===== src/rtl/alu_issue_pkg.sv =====
`default_nettype none
// ============================================================================
//  Module      : alu_issue_pkg
//  Description : Shared constants for the ALU issue/retire unit: ALU func
//                codes, MIPS opcode/funct encodings and the branch-kind enum.
//  Revision    : 1.0 - initial release
// ============================================================================
package alu_issue_pkg;

    // ALU func codes driven on alu_func
    localparam logic [2:0] c_FUNC_ADD = 3'd0;
    localparam logic [2:0] c_FUNC_SUB = 3'd1;
    localparam logic [2:0] c_FUNC_AND = 3'd2;
    localparam logic [2:0] c_FUNC_OR  = 3'd3;
    localparam logic [2:0] c_FUNC_NOR = 3'd4;
    localparam logic [2:0] c_FUNC_SLT = 3'd5;
    localparam logic [2:0] c_FUNC_LUI = 3'd6;
    localparam logic [2:0] c_FUNC_NOP = 3'd7;

    // Primary opcodes (instr[31:26])
    localparam logic [5:0] c_OP_RTYPE = 6'h00;
    localparam logic [5:0] c_OP_BEQ   = 6'h04;
    localparam logic [5:0] c_OP_BNE   = 6'h05;
    localparam logic [5:0] c_OP_ADDI  = 6'h08;
    localparam logic [5:0] c_OP_SLTI  = 6'h0A;
    localparam logic [5:0] c_OP_ANDI  = 6'h0C;
    localparam logic [5:0] c_OP_ORI   = 6'h0D;
    localparam logic [5:0] c_OP_LUI   = 6'h0F;

    // R-type funct field (instr[5:0])
    localparam logic [5:0] c_FN_ADD = 6'h20;
    localparam logic [5:0] c_FN_SUB = 6'h22;
    localparam logic [5:0] c_FN_AND = 6'h24;
    localparam logic [5:0] c_FN_OR  = 6'h25;
    localparam logic [5:0] c_FN_NOR = 6'h27;
    localparam logic [5:0] c_FN_SLT = 6'h2A;

    typedef enum logic [1:0] {
        BR_NONE = 2'd0,
        BR_BEQ  = 2'd1,
        BR_BNE  = 2'd2
    } br_kind_t;

endpackage
`default_nettype wire


===== src/rtl/alu_issue_decode.sv =====
`default_nettype none
// ============================================================================
//  Module      : alu_issue_decode
//  Description : Combinational decode of a MIPS instruction word plus its
//                register operands into ALU func/operands and writeback
//                sideband. Anything not recognised decodes to NOP with zero
//                operands and the illegal flag set.
//  Ports       : i_instr, i_rs_val, i_rt_val  -> o_func, o_a, o_b, o_wr_reg,
//                o_wr_en, o_br_kind, o_illegal
//  Revision    : 1.0 - initial release
// ============================================================================
module alu_issue_decode
    import alu_issue_pkg::*;
#(
    parameter int SIZE = 32   // must exceed 16 (immediate extension)
) (
    input  logic [31:0]     i_instr,
    input  logic [SIZE-1:0] i_rs_val,
    input  logic [SIZE-1:0] i_rt_val,
    output logic [2:0]      o_func,
    output logic [SIZE-1:0] o_a,
    output logic [SIZE-1:0] o_b,
    output logic [4:0]      o_wr_reg,
    output logic            o_wr_en,
    output br_kind_t        o_br_kind,
    output logic            o_illegal
);

    logic [5:0]      w_opcode;
    logic [5:0]      w_funct;
    logic [4:0]      w_rt;
    logic [4:0]      w_rd;
    logic [15:0]     w_imm;
    logic [SIZE-1:0] w_imm_sext;
    logic [SIZE-1:0] w_imm_zext;

    assign w_opcode   = i_instr[31:26];
    assign w_rt       = i_instr[20:16];
    assign w_rd       = i_instr[15:11];
    assign w_funct    = i_instr[5:0];
    assign w_imm      = i_instr[15:0];
    assign w_imm_sext = {{(SIZE-16){w_imm[15]}}, w_imm};
    assign w_imm_zext = {{(SIZE-16){1'b0}}, w_imm};

    always_comb begin
        o_func    = c_FUNC_NOP;
        o_a       = '0;
        o_b       = '0;
        o_wr_reg  = '0;
        o_wr_en   = 1'b0;
        o_br_kind = BR_NONE;
        o_illegal = 1'b1;
        case (w_opcode)
            c_OP_RTYPE: begin
                o_a       = i_rs_val;
                o_b       = i_rt_val;
                o_wr_reg  = w_rd;
                o_wr_en   = 1'b1;
                o_illegal = 1'b0;
                case (w_funct)
                    c_FN_ADD: o_func = c_FUNC_ADD;
                    c_FN_SUB: o_func = c_FUNC_SUB;
                    c_FN_AND: o_func = c_FUNC_AND;
                    c_FN_OR:  o_func = c_FUNC_OR;
                    c_FN_NOR: o_func = c_FUNC_NOR;
                    c_FN_SLT: o_func = c_FUNC_SLT;
                    default: begin
                        // unknown funct: fall back to the illegal record
                        o_func    = c_FUNC_NOP;
                        o_a       = '0;
                        o_b       = '0;
                        o_wr_reg  = '0;
                        o_wr_en   = 1'b0;
                        o_illegal = 1'b1;
                    end
                endcase
            end
            c_OP_ADDI, c_OP_SLTI, c_OP_ANDI, c_OP_ORI, c_OP_LUI: begin
                o_a       = i_rs_val;
                o_wr_reg  = w_rt;
                o_wr_en   = 1'b1;
                o_illegal = 1'b0;
                case (w_opcode)
                    c_OP_ADDI: begin o_func = c_FUNC_ADD; o_b = w_imm_sext; end
                    c_OP_SLTI: begin o_func = c_FUNC_SLT; o_b = w_imm_sext; end
                    c_OP_ANDI: begin o_func = c_FUNC_AND; o_b = w_imm_zext; end
                    c_OP_ORI:  begin o_func = c_FUNC_OR;  o_b = w_imm_zext; end
                    default:   begin o_func = c_FUNC_LUI; o_b = w_imm_zext; end
                endcase
            end
            c_OP_BEQ, c_OP_BNE: begin
                // branches compare by subtraction and use the ALU zero flag
                o_func    = c_FUNC_SUB;
                o_a       = i_rs_val;
                o_b       = i_rt_val;
                o_illegal = 1'b0;
                o_br_kind = (w_opcode == c_OP_BEQ) ? BR_BEQ : BR_BNE;
            end
            default: ;
        endcase
    end

endmodule
`default_nettype wire


===== src/rtl/alu_issue.sv =====
`default_nettype none
// ============================================================================
//  Module      : alu_issue
//  Description : Two-stage issue/retire unit driving a combinational 32-bit
//                ALU. Stage 1 registers the ALU operands/func plus sideband;
//                stage 2 captures the ALU result/zero and presents a retire
//                record downstream with valid/ready backpressure.
//  Ports       : clk, rst; in_valid/in_ready/in_instr/in_rs_val/in_rt_val;
//                alu_a/alu_b/alu_func (to ALU), alu_out/alu_zero (from ALU);
//                out_valid/out_ready/out_result/out_wr_reg/out_wr_en/
//                out_branch_taken/out_illegal.
//  Options     : ALU_ISSUE_STATS_EN adds stat_retired[31:0], stat_illegal[15:0]
//  Revision    : 1.0 - initial release
// ============================================================================
module alu_issue
    import alu_issue_pkg::*;
#(
    parameter int SIZE = 32
) (
    input  logic            clk,
    input  logic            rst,
    input  logic            in_valid,
    output logic            in_ready,
    input  logic [31:0]     in_instr,
    input  logic [SIZE-1:0] in_rs_val,
    input  logic [SIZE-1:0] in_rt_val,
    output logic [SIZE-1:0] alu_a,
    output logic [SIZE-1:0] alu_b,
    output logic [2:0]      alu_func,
    input  logic [SIZE-1:0] alu_out,
    input  logic            alu_zero,
    output logic            out_valid,
    input  logic            out_ready,
    output logic [SIZE-1:0] out_result,
    output logic [4:0]      out_wr_reg,
    output logic            out_wr_en,
    output logic            out_branch_taken,
    output logic            out_illegal
`ifdef ALU_ISSUE_STATS_EN
    ,
    output logic [31:0]     stat_retired,
    output logic [15:0]     stat_illegal
`endif
);

    logic [2:0]      w_func;
    logic [SIZE-1:0] w_a;
    logic [SIZE-1:0] w_b;
    logic [4:0]      w_wr_reg;
    logic            w_wr_en;
    br_kind_t        w_br_kind;
    logic            w_illegal;
    logic            w_s1_load;
    logic            w_s2_load;
    logic            w_taken;

    logic            r_s1_valid;
    logic [4:0]      r_s1_wr_reg;
    logic            r_s1_wr_en;
    br_kind_t        r_s1_br_kind;
    logic            r_s1_illegal;

    alu_issue_decode #(.SIZE(SIZE)) u_decode (
        .i_instr   (in_instr),
        .i_rs_val  (in_rs_val),
        .i_rt_val  (in_rt_val),
        .o_func    (w_func),
        .o_a       (w_a),
        .o_b       (w_b),
        .o_wr_reg  (w_wr_reg),
        .o_wr_en   (w_wr_en),
        .o_br_kind (w_br_kind),
        .o_illegal (w_illegal)
    );

    // s2 frees as it loads, so in_ready looks through it combinationally
    assign w_s2_load = r_s1_valid && (!out_valid || out_ready);
    assign in_ready  = !r_s1_valid || w_s2_load;
    assign w_s1_load = in_valid && in_ready;

    always_comb begin
        w_taken = 1'b0;
        case (r_s1_br_kind)
            BR_BEQ:  w_taken = alu_zero;
            BR_BNE:  w_taken = !alu_zero;
            default: w_taken = 1'b0;
        endcase
    end

    // Stage 1: issue register
    always_ff @(posedge clk) begin
        if (rst) begin
            r_s1_valid   <= 1'b0;
            alu_a        <= '0;
            alu_b        <= '0;
            alu_func     <= c_FUNC_NOP;
            r_s1_wr_reg  <= '0;
            r_s1_wr_en   <= 1'b0;
            r_s1_br_kind <= BR_NONE;
            r_s1_illegal <= 1'b0;
        end else if (w_s1_load) begin
            r_s1_valid   <= 1'b1;
            alu_a        <= w_a;
            alu_b        <= w_b;
            alu_func     <= w_func;
            r_s1_wr_reg  <= w_wr_reg;
            r_s1_wr_en   <= w_wr_en;
            r_s1_br_kind <= w_br_kind;
            r_s1_illegal <= w_illegal;
        end else if (w_s2_load) begin
            r_s1_valid   <= 1'b0;
        end
    end

    // Stage 2: retire register; fields hold while stalled
    always_ff @(posedge clk) begin
        if (rst) begin
            out_valid        <= 1'b0;
            out_result       <= '0;
            out_wr_reg       <= '0;
            out_wr_en        <= 1'b0;
            out_branch_taken <= 1'b0;
            out_illegal      <= 1'b0;
        end else if (w_s2_load) begin
            out_valid        <= 1'b1;
            out_result       <= alu_out;
            out_wr_reg       <= r_s1_wr_reg;
            out_wr_en        <= r_s1_wr_en;
            out_branch_taken <= w_taken;
            out_illegal      <= r_s1_illegal;
        end else if (out_ready) begin
            out_valid        <= 1'b0;
        end
    end

`ifdef ALU_ISSUE_STATS_EN
    always_ff @(posedge clk) begin
        if (rst) begin
            stat_retired <= '0;
            stat_illegal <= '0;
        end else if (out_valid && out_ready) begin
            stat_retired <= stat_retired + 32'd1;
            if (out_illegal) begin
                stat_illegal <= stat_illegal + 16'd1;
            end
        end
    end
`endif

endmodule
`default_nettype wire


===== config.mk =====
export PLATFORM = sky130hd
export DESIGN_NAME = alu_issue
export DESIGN_NICKNAME = d
export VERILOG_FILES = /design/src/rtl/alu_issue_pkg.sv /design/src/rtl/alu_issue_decode.sv /design/src/rtl/alu_issue.sv
export SDC_FILE = /design/constraint.sdc
export NUM_CORES = 1
export LEC_CHECK = 0
export CORE_ASPECT_RATIO = 1.75
export CORE_UTILIZATION = 50
export DETAILED_ROUTE_END_ITERATION = 8
export DONT_BUFFER_PORTS = 1
export PLACE_DENSITY_LB_ADDON = 0.25
export REMOVE_ABC_BUFFERS = 1
export SKIP_LAST_GASP = 1
export SLEW_MARGIN = 20
export SYNTH_ARGS = -nofsm -noshare
export SYNTH_HDL_FRONTEND = slang
export SYNTH_SLANG_ARGS = --single-unit

===== constraint.sdc =====
create_clock -name clk -period 2.18 [get_ports clk]
set_input_delay 0.218 -clock clk [delete_from_list [all_inputs] [get_ports clk]]
set_output_delay 0.218 -clock clk [all_outputs]
set_load 0.02 [all_outputs]

# == Yosys cells after proc, flatten, opt, wreduce, memory -nomap -nowiden ==
# Cells that the tools add are included.
# totals
register_bits,118
input_bits,133
output_inout_bits,109
# classes
eq_ne,15
mux,21
reduce_logical,15
# ops
operator,count
$mux W32,3
$pmux W32 S3,1
$pmux W32 S2,1
$eq A6 B6 Y1 const B,6
$eq A6 B4 Y1 const B,5
$pmux W3 S6,1
$eq A6 B3 Y1 const B,2
$pmux W3 S4,1
$pmux W5 S2,1
$pmux W3 S3,1
$reduce_or A7 Y1,1
$logic_not A6 Y1,1
$mux W1,6
$pmux W1 S2,3
$reduce_or A6 Y1,1
$mux W5,1
$reduce_or A5 Y1,1
$mux W2,2
$reduce_bool A2 Y1,2
$reduce_or A2 Y1,2
$logic_not A1 Y1,3
$eq A2 B1 Y1 const B,1
$eq A2 B2 Y1 const B,1
$logic_and A1 B1 Y1,2
$logic_or A1 B1 Y1,2

# == Logic depth before layout (Yosys ltp) ==
# logic_depth
ltp_word,6
ltp_mapped,8

# == By module ==
# A second synthesis with hierarchy kept.
# unflattened
hier_cells,763
area_unflattened_um2,6611.3
# modules_own_cells
module,instances,cells_per_inst,area_per_inst_um2
alu_issue,1,524,4953.5
alu_issue_decode,1,239,1657.8

# == Worst setup path after synthesis ==
# Ideal clock, no wire load.
# synth_path
path_type,register to register
startpoint,reg out_valid
endpoint,reg alu_a[10]
setup_ns,0.059
t_arrival_ns,1.620
required_time_ns,2.121
setup_slack_ns,0.501
path_stages_with_launch,6
path_cell_list,dfxtp_1 nor2b_1 a21oi_1 nor2_1 clkbuf_1 a22o_1
# synth_between
elab_chain_len,5
# synth_rtl
item,line,source
from (decl),alu_issue.sv:32,"output logic out_valid,"
from (signal assigned),alu_issue.sv:118,out_valid <= 1'b0;
from (signal assigned),alu_issue.sv:125,out_valid <= 1'b1;
from (signal assigned),alu_issue.sv:132,out_valid <= 1'b0;
$logic_not A1 Y1,alu_issue.sv:77,assign w_s2_load = r_s1_valid && (!out_valid || out_ready);
$logic_or A1 B1 Y1,alu_issue.sv:77,
$logic_and A1 B1 Y1,alu_issue.sv:77,
$logic_or A1 B1 Y1,alu_issue.sv:78,assign in_ready = !r_s1_valid || w_s2_load;
$logic_and A1 B1 Y1,alu_issue.sv:79,assign w_s1_load = in_valid && in_ready;
to (signal assigned),alu_issue.sv:103,alu_a <= w_a;
to (decl),alu_issue.sv:27,"output logic [SIZE-1:0] alu_a,"
# Every way passes these cells.
# A chain may end at the register's enable or synchronous reset.

# == Final worst setup path ==
# layout_path
startpoint,reg out_valid
endpoint,reg alu_b[14]
# layout_between
elab_chain_len,5
# layout_rtl
item,line,source
$logic_not A1 Y1,alu_issue.sv:77,
$logic_or A1 B1 Y1,alu_issue.sv:77,
$logic_and A1 B1 Y1,alu_issue.sv:77,
$logic_or A1 B1 Y1,alu_issue.sv:78,
$logic_and A1 B1 Y1,alu_issue.sv:79,
to (signal assigned),alu_issue.sv:104,alu_b <= w_b;
to (decl),alu_issue.sv:28,"output logic [SIZE-1:0] alu_b,"
# Every way passes these cells.

==> impl_metrics.env <==
export IMPL_status="finished, final reports clean"
export IMPL_io_pins=242
export IMPL_switching_share=0.2386
export IMPL_synth_seq_cells=118
export IMPL_fin_crit_ns=1.722
export IMPL_crit_type="reg2reg"
export IMPL_crit_slowest_cell="or3_1"
export IMPL_p_int_uw=4143
export IMPL_path_clk_slew_ns=0.06
export IMPL_clockBufferDepth=2
export IMPL_grt_overflow=0
export IMPL_drt_vias_per_instance=5.689
export IMPL_drc_errors=0
export IMPL_wirelength_um=13650
export IMPL_via_count=4176
export IMPL_combPwrFrac=0.072
export IMPL_wire_per_inst_um=18.59
export IMPL_worstPathCellList="nand3b_1 -> nand3b_1 -> or3_1 -> buf_4 -> o21ai_2"
export IMPL_first_pass_iters=4
export IMPL_insertion_delay_ns=0.41
export IMPL_path_delay_family="simple AND/OR/NAND/NOR gates"
export IMPL_yosysWarnings=0
export IMPL_path_buf_inv=1
export IMPL_powerDensity_mw_per_mm2=876.9
export IMPL_fillCellCount=640
export IMPL_clkPwrFrac=0.504
export IMPL_fin_tns_setup_ns=0
export IMPL_die_x_um=74.03
export IMPL_final_common_cell="dfxtp_1"
export IMPL_clockRootBuffer="clkbuf_16"
export IMPL_fmax_mhz=580.6
export IMPL_grt_pass1_wl_um=20490
export IMPL_multi_input_area_mm2=0.001976
export IMPL_io_buffer_count=0
export IMPL_synth_seq_area_share=0.5204
export IMPL_syn_inst=510
export IMPL_synth_cell_type_count=49
export IMPL_p_seq_frac=0.424
export IMPL_finalSetupViolCount=0
export IMPL_die_area_mm2=0.009479
export IMPL_layout_common_cells="118 x dfxtp_1, 113 x nand2_1, 99 x dlygate4sd3_1, 64 x a21oi_1, 48 x a22o_1"
export IMPL_hold_violations=0
export IMPL_synth_ff_type="dfxtp_1"
export IMPL_htreeDepth=4
export IMPL_leakagePower_uw=0.002307
export IMPL_clock_skew_ns=0.01159
export IMPL_cp_start_kind="flop"
export IMPL_finalMaxSlewViolations=0
export IMPL_cp_required_ns=2.52
export IMPL_core_mm2=0.008727
export IMPL_fp_dieH_um=128.0
export IMPL_syn_to_final_growth_pct=36.69
export IMPL_antenna_found_initial=0
export IMPL_end_kind="flop"
export IMPL_slew_headroom=0.5644
export IMPL_grt_pass1_vias=4378
export IMPL_switchingPower_uw=1298
export IMPL_syn_area_mm2=0.004539
export IMPL_antenna_left=0
export IMPL_rsz0062_at_grt="no"
export IMPL_routabilityCongestion=0.8255
export IMPL_cts_buffers=17
export IMPL_cp_data_arrival_time_ns=2.06
export IMPL_period_share=0.7901
export IMPL_seqCellArea_mm2=0.002362
export IMPL_crit_top_cell="nand3b_1"
export IMPL_cts_tree="yes"
export IMPL_holdWs_ns=0.01333
export IMPL_drtIter0Drc=153
export IMPL_maxCapViolations=0
export IMPL_grt_start_max_net_pins=61
export IMPL_synth_edf_count=0
export IMPL_rows=45
export IMPL_peakVddDrop_uv=605.9
export IMPL_worst_pin_slew_ns=0.6535
export IMPL_initial_utilization=0.5201
export IMPL_path_max_fanout=10
export IMPL_reg_largest_list="alu_a: 32 flops, alu_b: 32 flops, out_result: 32 flops"
export IMPL_cts_setup_buffers=0
export IMPL_nets=736
export IMPL_place_hpwl_um=7961
export IMPL_min_delay_path_class="in2reg"
export IMPL_cts_sinks=118
export IMPL_critPathMaxStageDelay_ns=0.53
export IMPL_avgSynthCellArea_um2=8.901
export IMPL_groute_usage_overall=0.2874
export IMPL_drive_gt1_frac=0.1088
export IMPL_async_flop_share=0
[worst min-delay path, cell delays in order]
cell     delay [ns]
nor2_4         0.04
nand2_1        0.07
o21ai_2        0.05
[layout make-up]
type                    instances  share of cell area
flip-flops and latches        118              0.3807
well taps                     117             0.02359
diodes                          1           0.0004033
inverters                       2            0.001210
clock buffers                  18             0.07078
multi-input cells             351              0.3184
clock inverters                14             0.02420
repair buffers                113              0.1807
[power groups by stage]
stage / sequential, µW / clock, µW / combinational (µW)
floorplan: 2340 / 0 / 162
global placement: 2350 / 0 / 209
detailed placement: 2350 / 0 / 217
CTS: 2310 / 2770 / 380
global route: 2310 / 2880 / 424
finish: 2310 / 2740 / 391
[cell usage after synthesis (all sizes together) (2+ instances only)]
cell type  count  share of area
dfxtp        118           0.52
nand2        113          0.093
a21oi         65          0.074
a22o          48          0.093
o21ai         35          0.047
nor2          31          0.026
clkbuf        21          0.017
buf           18          0.029
nor3          10          0.012
a221oi         5         0.0096
nand3b         5         0.0083
nor2b          5         0.0069
nand2b         3         0.0041
nand3          3         0.0033
a31oi          2         0.0028
and2           2         0.0033
inv            2         0.0017
nor3b          2         0.0044
o31ai          2         0.0063
or2            2         0.0028
or3            2         0.0039
[stage by stage]
| stage | worst slack, ns | utilization | power (µW) | instances | area (µm²) |
|---|---|---|---|---|---|
| after global routing | 0.3333 | 0.7107 | 5615 | 733 | 6202 |
| after floorplan | -1.177 | - | 2504 | 471 | 4329 |
| final | 0.4576 | 0.7110 | 5441 | 734 | 6205 |
| after global placement | 0.4653 | 0.5273 | 2561 | 601 | 4602 |
| after detailed placement | 0.4485 | 0.5273 | 2570 | 601 | 4602 |
| after CTS | 0.4493 | 0.7107 | 5459 | 733 | 6202 |
[layer usage]
metal	share of wire	global-route usage
met5	0	0
met2	0.55	0.5444
met4	0.016	0.1414
met1	0.35	0.2608
met3	0.083	0.09119
[cell families (layout without fill, tap and decap cells)]
family,count (synthesis),count (layout),share of synthesized area
xor gates and xnor gates,1,1,0.001930
muxes,1,1,0.002205
and+or+nand+nor,185,185,0.1800
DFF,118,118,0.5204
buffers and inverters,41,147,0.04796
other,0,1,0
AOI/OAI and AO/OA,164,164,0.2475
[worst paths after layout]
check | to | cells after the start | start | slack [ns]
setup / recovery | alu_b[14]$_SDFFE_PP0P_ | 5 | out_valid$_SDFFE_PP0P_ | 0.46
hold / removal | alu_b[13]$_SDFFE_PP0P_ | 3 | rst | 0.01
setup reg to reg | alu_b[14]$_SDFFE_PP0P_ | 5 | out_valid$_SDFFE_PP0P_ | 0.46
hold reg to reg | out_wr_reg[4]$_SDFFE_PP0P_ | 2 | r_s1_wr_reg[4]$_SDFFE_PP0P_ | 0.45
[timing repair]
item                                   in CTS  in global routing
gates resized for setup                     0                  0
hold buffers                              100                  0
endpoints found under the hold margin     116                  0
Power figures use the tool's default switching activity.
